===== config.mk =====
export PLATFORM = sky130hd
export DESIGN_NAME = alu_seq
export DESIGN_NICKNAME = d
export VERILOG_FILES = /design/src/rtl/alu_seq.sv
export SDC_FILE = /design/constraint.sdc
export NUM_CORES = 1
export LEC_CHECK = 0
export ABC_AREA = 1
export CORE_MARGIN = 4
export CORE_UTILIZATION = 30
export DETAILED_ROUTE_END_ITERATION = 10
export GPL_TIMING_DRIVEN = 0
export PLACE_DENSITY_LB_ADDON = 0.25
export SETUP_SLACK_MARGIN = 0.1
export SLEW_MARGIN = 20
export SYNTH_ARGS = -nofsm -noshare
export SYNTH_HDL_FRONTEND = slang
export SYNTH_SLANG_ARGS = --single-unit

===== constraint.sdc =====
create_clock -name clk -period 2.52 [get_ports clk]
set_input_delay 0.63 -clock clk [delete_from_list [all_inputs] [get_ports clk]]
set_output_delay 0.63 -clock clk [all_outputs]
set_load 0.005 [all_outputs]

===== src/rtl/alu_seq.sv =====
// Handshaked sequential ALU: 1-cycle logic/add/sub, bit-serial shifts, optional
// shift-add multiplier compiled in with ALU_SEQ_MUL_EN (opcode 1000 unsupported otherwise).
module alu_seq #(
  parameter int WIDTH = 16
) (
  input  logic             clk,
  input  logic             rst,
  input  logic             in_valid,
  output logic             in_ready,
  input  logic [WIDTH-1:0] a,
  input  logic [WIDTH-1:0] b,
  input  logic [3:0]       op,
  output logic             out_valid,
  input  logic             out_ready,
  output logic [WIDTH-1:0] o,
  output logic             fZ,
  output logic             fC,
  output logic             fN,
  output logic             fV,
  output logic             err
);
  localparam int SHW = $clog2(WIDTH);

  localparam logic [1:0] S_IDLE = 2'd0;
  localparam logic [1:0] S_EXEC = 2'd1;
  localparam logic [1:0] S_DONE = 2'd2;

  localparam logic [3:0] OP_ADD = 4'b0000;
  localparam logic [3:0] OP_SUB = 4'b0001;
  localparam logic [3:0] OP_AND = 4'b0010;
  localparam logic [3:0] OP_ORR = 4'b0011;
  localparam logic [3:0] OP_NOT = 4'b0100;
  localparam logic [3:0] OP_XOR = 4'b0101;
  localparam logic [3:0] OP_LSR = 4'b0110;
  localparam logic [3:0] OP_LSL = 4'b0111;
  localparam logic [3:0] OP_MUL = 4'b1000;

  logic [1:0]       r_state;
  logic [3:0]       r_op;
  logic [WIDTH-1:0] r_w;
  logic [SHW:0]     r_cnt;
  logic [WIDTH-1:0] r_o;
  logic             r_fz, r_fc, r_fn, r_fv, r_err, r_ov;

  logic [WIDTH:0]   w_add;
  logic [WIDTH-1:0] w_sub;
  logic [WIDTH-1:0] w_res;
  logic             w_c, w_v, w_err, w_exec;
  logic [SHW-1:0]   w_n;
  logic [WIDTH-1:0] w_sh, w_fin;
  logic             w_shc, w_finc, w_last;

`ifdef ALU_SEQ_MUL_EN
  logic [2*WIDTH-1:0] r_prod;
  logic [WIDTH:0]     w_sum;
  logic [2*WIDTH-1:0] w_prod_nxt;
`endif

  assign in_ready  = (r_state == S_IDLE) && !rst;
  assign out_valid = r_ov;
  assign o         = r_o;
  assign fZ        = r_fz;
  assign fC        = r_fc;
  assign fN        = r_fn;
  assign fV        = r_fv;
  assign err       = r_err;

  assign w_add  = {1'b0, a} + {1'b0, b};
  assign w_sub  = a - b;
  assign w_n    = b[SHW-1:0];
  assign w_last = (r_cnt == (SHW+1)'(1));

  // Result for ops that finish on the accept edge; w_exec marks iterative ops.
  always_comb begin
    w_res  = '0;
    w_c    = 1'b0;
    w_v    = 1'b0;
    w_err  = 1'b0;
    w_exec = 1'b0;
    case (op)
      OP_ADD: begin
        w_res = w_add[WIDTH-1:0];
        w_c   = w_add[WIDTH];
        w_v   = (a[WIDTH-1] == b[WIDTH-1]) && (w_add[WIDTH-1] != a[WIDTH-1]);
      end
      OP_SUB: begin
        w_res = w_sub;
        w_c   = (a >= b);
        w_v   = (a[WIDTH-1] != b[WIDTH-1]) && (w_sub[WIDTH-1] != a[WIDTH-1]);
      end
      OP_AND: w_res = a & b;
      OP_ORR: w_res = a | b;
      OP_NOT: w_res = ~a;
      OP_XOR: w_res = a ^ b;
      OP_LSR, OP_LSL: begin
        w_res  = a;
        w_exec = (w_n != '0);
      end
`ifdef ALU_SEQ_MUL_EN
      OP_MUL: w_exec = 1'b1;
`endif
      default: w_err = 1'b1;
    endcase
  end

  // One iteration of the shifter or multiplier; w_fin/w_finc are final on the last step.
  always_comb begin
    w_sh   = (r_op == OP_LSL) ? {r_w[WIDTH-2:0], 1'b0} : {1'b0, r_w[WIDTH-1:1]};
    w_shc  = (r_op == OP_LSL) ? r_w[WIDTH-1] : r_w[0];
    w_fin  = w_sh;
    w_finc = w_shc;
`ifdef ALU_SEQ_MUL_EN
    w_sum      = {1'b0, r_prod[2*WIDTH-1:WIDTH]} + (r_prod[0] ? {1'b0, r_w} : '0);
    w_prod_nxt = {w_sum, r_prod[WIDTH-1:1]};
    if (r_op == OP_MUL) begin
      w_fin  = w_prod_nxt[WIDTH-1:0];
      w_finc = |w_prod_nxt[2*WIDTH-1:WIDTH];
    end
`endif
  end

  always_ff @(posedge clk or posedge rst) begin
    if (rst) begin
      r_state <= S_IDLE;
      r_op    <= '0;
      r_w     <= '0;
      r_cnt   <= '0;
      r_o     <= '0;
      r_fz    <= 1'b0;
      r_fc    <= 1'b0;
      r_fn    <= 1'b0;
      r_fv    <= 1'b0;
      r_err   <= 1'b0;
      r_ov    <= 1'b0;
`ifdef ALU_SEQ_MUL_EN
      r_prod  <= '0;
`endif
    end else begin
      case (r_state)
        S_IDLE: if (in_valid) begin
          r_op <= op;
          r_w  <= a;
          if (w_exec) begin
            r_cnt   <= {1'b0, w_n};
            r_state <= S_EXEC;
`ifdef ALU_SEQ_MUL_EN
            r_prod  <= {{WIDTH{1'b0}}, b};
            if (op == OP_MUL) r_cnt <= (SHW+1)'(WIDTH);
`endif
          end else begin
            r_o     <= w_res;
            r_fz    <= (w_res == '0);
            r_fn    <= w_res[WIDTH-1];
            r_fc    <= w_c;
            r_fv    <= w_v;
            r_err   <= w_err;
            r_ov    <= 1'b1;
            r_state <= S_DONE;
          end
        end
        S_EXEC: begin
          r_cnt <= r_cnt - (SHW+1)'(1);
`ifdef ALU_SEQ_MUL_EN
          if (r_op == OP_MUL) r_prod <= w_prod_nxt;
          else                r_w    <= w_sh;
`else
          r_w <= w_sh;
`endif
          if (w_last) begin
            r_o     <= w_fin;
            r_fz    <= (w_fin == '0);
            r_fn    <= w_fin[WIDTH-1];
            r_fc    <= w_finc;
            r_fv    <= 1'b0;
            r_err   <= 1'b0;
            r_ov    <= 1'b1;
            r_state <= S_DONE;
          end
        end
        S_DONE: if (out_ready) begin
          r_ov    <= 1'b0;
          r_state <= S_IDLE;
        end
        default: r_state <= S_IDLE;
      endcase
    end
  end
endmodule


==> results by group <==
Pwr
  – Power Dens Cells: 661 nW/um2
  – Tot Pwr: 5.12 mW
  – Max IR drop VDD: 312 uV
  – Leak: 3.83 nW

Detailed routing
  – Routed vias/inst: 5.09
  – 1st-iter DRT viols: 433
  – Total wire length: 21.4 mm
  – Vias: 6,373
  – DRC errors left: 0
  – DR WL/cell: 17.1 um
  – Antenna-violating nets left: 0
  – First drt pass iteration count: 5

Floorplan
  – Die ar.: 20,900 um2
  – Core box area: 18,100 um2
  – # IOs: 63
  – # rows: 49
  – Die Span X: 145 um
  – Die height: 145 um
  – Initial core utilization: 30.9%

Yosys
  – Cell Area, Synth: 5600 um2
  – Number of synthesized flops with an enable pin: 0
  – Synth area leaders: dfrtp_1 21%, nand2_1 17%, ha_1 12%
  – Mapped Cells: 918
  – Top_reg_cell synth: dfrtp_1
  – Yosys top cell area share: 21.5%
  – Top cell type by total area after synthesis: dfrtp_1
  – FFs w/ async S/R, synth: 100%
  – Synth warn: 0
  – Synth cell types: 44
  – Syn Area/Cell: 6.10 um2
  – #FFs+latches synth: 48
  – Register area share after synthesis: 21.5%
  – Syn_nets: 1,013

Job
  – Max-Cap Viols: 0

Placed design
  – Placer Congestion: 0.946
  – Port Buffers: 62
  – Post-DP HPWL: 16.3 mm
  – Dpl ws: -977 ps

Cells and area
  – Layout fillers: 1,966
  – Most frequent cells in the layout: 206 x nand2_1, 105 x inv_1, 75 x nor2_1
  – Fraction of layout cells with a size suffix above 1: 28.6%
  – Fin nets: 1,117
  – N_diodes: 0
  – Most common cell after layout, fill and taps aside: nand2_1
  – Area growth syn-to-layout: 38.3%

Worst setup path
  – Crit-path slowest cell: dlygate4sd2_1
  – CP max FO: 8
  – Worst EP arrival: 2590 ps
  – Required @ worst endpoint: 2740 ps
  – Largest stage delay, worst path: 250 ps
  – CP startpoint kind: input pin
  – Crit-path most repeated cell: nand2_4
  – Crit. End Element: register
  – WS Path Type: input pin to register
  – Crit path cell chain: dlygate4sd2_1, inv_2, ha_4, buf_12, nand2_2, nand2_4, a21oi_4, nand2_4, nand2_4, buf_4, a21boi_2, nor2_2, nand2_2, nor2_1, nand4_1, a21oi_2

Clock network
  – Total CTS buffers: 5
  – Reg clk slew, reported paths: 60 ps
  – Maximum buffer depth of the clock tree: 2
  – Hold buffers post-CTS: 0
  – CTS tree: built
  – CTS sink cnt: 48
  – Root Buffer: clkbuf_16
  – H-tree depth: 2
  – Clock latency on the worst-skew pair: 290 ps

Timing
  – Unrepaired setup endpoints after global routing: yes
  – Endpoints failing setup: 0
  – Measured slew at the worst slew-check pin: 563 ps
  – Fin crit period: 2370 ps
  – Final Max Tran Viols: 0
  – Fin. Hold Viols: 0
  – Slew headroom: 62.5%
  – Final WS setup: 155 ps
  – Tcrit/Tclk final: 93.9%
  – Skew final: 4.13 ps
  – FMAX: 423 MHz

Global route
  – Global Route Usage Sum: 20.3%
  – Initial antenna violation count: 0
  – Largest net degree at the start of global routing: 34
  – First-pass GRT wire length: 33.4 mm
  – Number of global-route vias before repair: 6,342
  – Gr ovfl total: 0

Status
  – Status: complete, no violations

Worst hold path
  – Hold Crit Class: register to register
## layout make-up
type	count	area (um2)	area share [%]
multi-input cells	683	4430	57.2
repair buffers	97	777	10.0
flip-flops and latches	48	1200	15.5
clock buffers	7	153	1.97
plain buffers	31	280	3.62
inverters	156	613	7.92
well taps	229	287	3.70
## logic make-up after synthesis
family | after synthesis | share of synthesized area, %
DFF | 48 | 21.5
and+or+nand+nor | 479 | 36.1
AOI/OAI and AO/OA | 146 | 16.0
xor gates and xnor gates | 3 | 0.469
adders and majority gates | 55 | 12.6
buffers and inverters | 187 | 13.5
## cells in the mapped netlist, drive strengths merged (4+ instances only)
| cell type | count |
|---|---|
| a21oi | 28 |
| a31oi | 16 |
| buf | 21 |
| clkbuf | 10 |
| dfrtp | 48 |
| ha | 53 |
| inv | 156 |
| nand2 | 262 |
| nand3 | 78 |
| nand4 | 9 |
| nor2 | 110 |
| nor3 | 8 |
| o211ai | 10 |
| o21ai | 55 |
| o221ai | 12 |
| o22ai | 15 |
| or2 | 4 |
## stage by stage
step / hold slack (ps) / setup TNS (ps) / area, um2 / std cells / util (%)
final: 480 / 0 / 7740 / 1251 / 42.7
after global routing: 516 / 0 / 7740 / 1251 / 42.7
after CTS: 488 / 0 / 7330 / 1243 / 40.4
after detailed placement: 472 / -13750 / 6530 / 1210 / 36.0
after global placement: 467 / -28550 / 6510 / 1209 / 35.9
after floorplan: 453 / 0 / 5600 / 918 / -
## metal layers
layer / vias to the layer above / global-route usage (%) / part of all wire, %
met3: 33 / 2.28 / 5.0
li1: 3158 / - / -
met5: - / 0 / 0
met1: 3008 / 27.2 / 45
met4: 0 / 6.43 / 2.5
met2: 174 / 34.3 / 48
## path summary, 6_finish.rpt
kind,from,endpoint,slack [ps],depth (start not counted)
worst max-delay path,b[6],fZ,150,16
worst min-delay path,err,err,480,2
worst max register to register,r_op[3],fZ,380,10
worst min register to register,err,err,480,2
max in group asynchronous,rst,r_op[1],1350,3
min in group asynchronous,rst,r_cnt[0],670,2
## timing repair
| action | 4_1_cts | 5_1_grt |
|---|---|---|
| pin swaps | 42 | 41 |
| gates cloned | 4 | 0 |
| gates resized for setup | 220 | 154 |
| setup buffers | 22 | 8 |
| endpoints found under the setup margin | 27 | 18 |
## state kept, by name (all words and copies together) (netlist names)
| name | cells |
|---|---|
| out_valid | 1 |
| fZ | 1 |
| r_cnt | 5 |
| r_w | 16 |
| err | 1 |
| r_op | 4 |
| fV | 1 |
| o | 16 |
| fC | 1 |
| r_state | 2 |
## where the power goes
group | switching (mW) | internal [mW] | leakage (nW) | total, mW
Sequential | 0.234 | 1.16 | 0.583 | 1.40
Clock | 0.284 | 0.417 | 0.0760 | 0.701
Combinational | 1.80 | 1.22 | 3.17 | 3.02
## worst max-delay path, delay by kind of cell
family	cells	cell delay, ps
AND/OR/NAND/NOR	8	800
AO/OA/AOI/OAI	3	350
buffers and inverters	4	590
adder cells (fa/ha/maj)	1	210
Power figures use the tool's default switching activity.
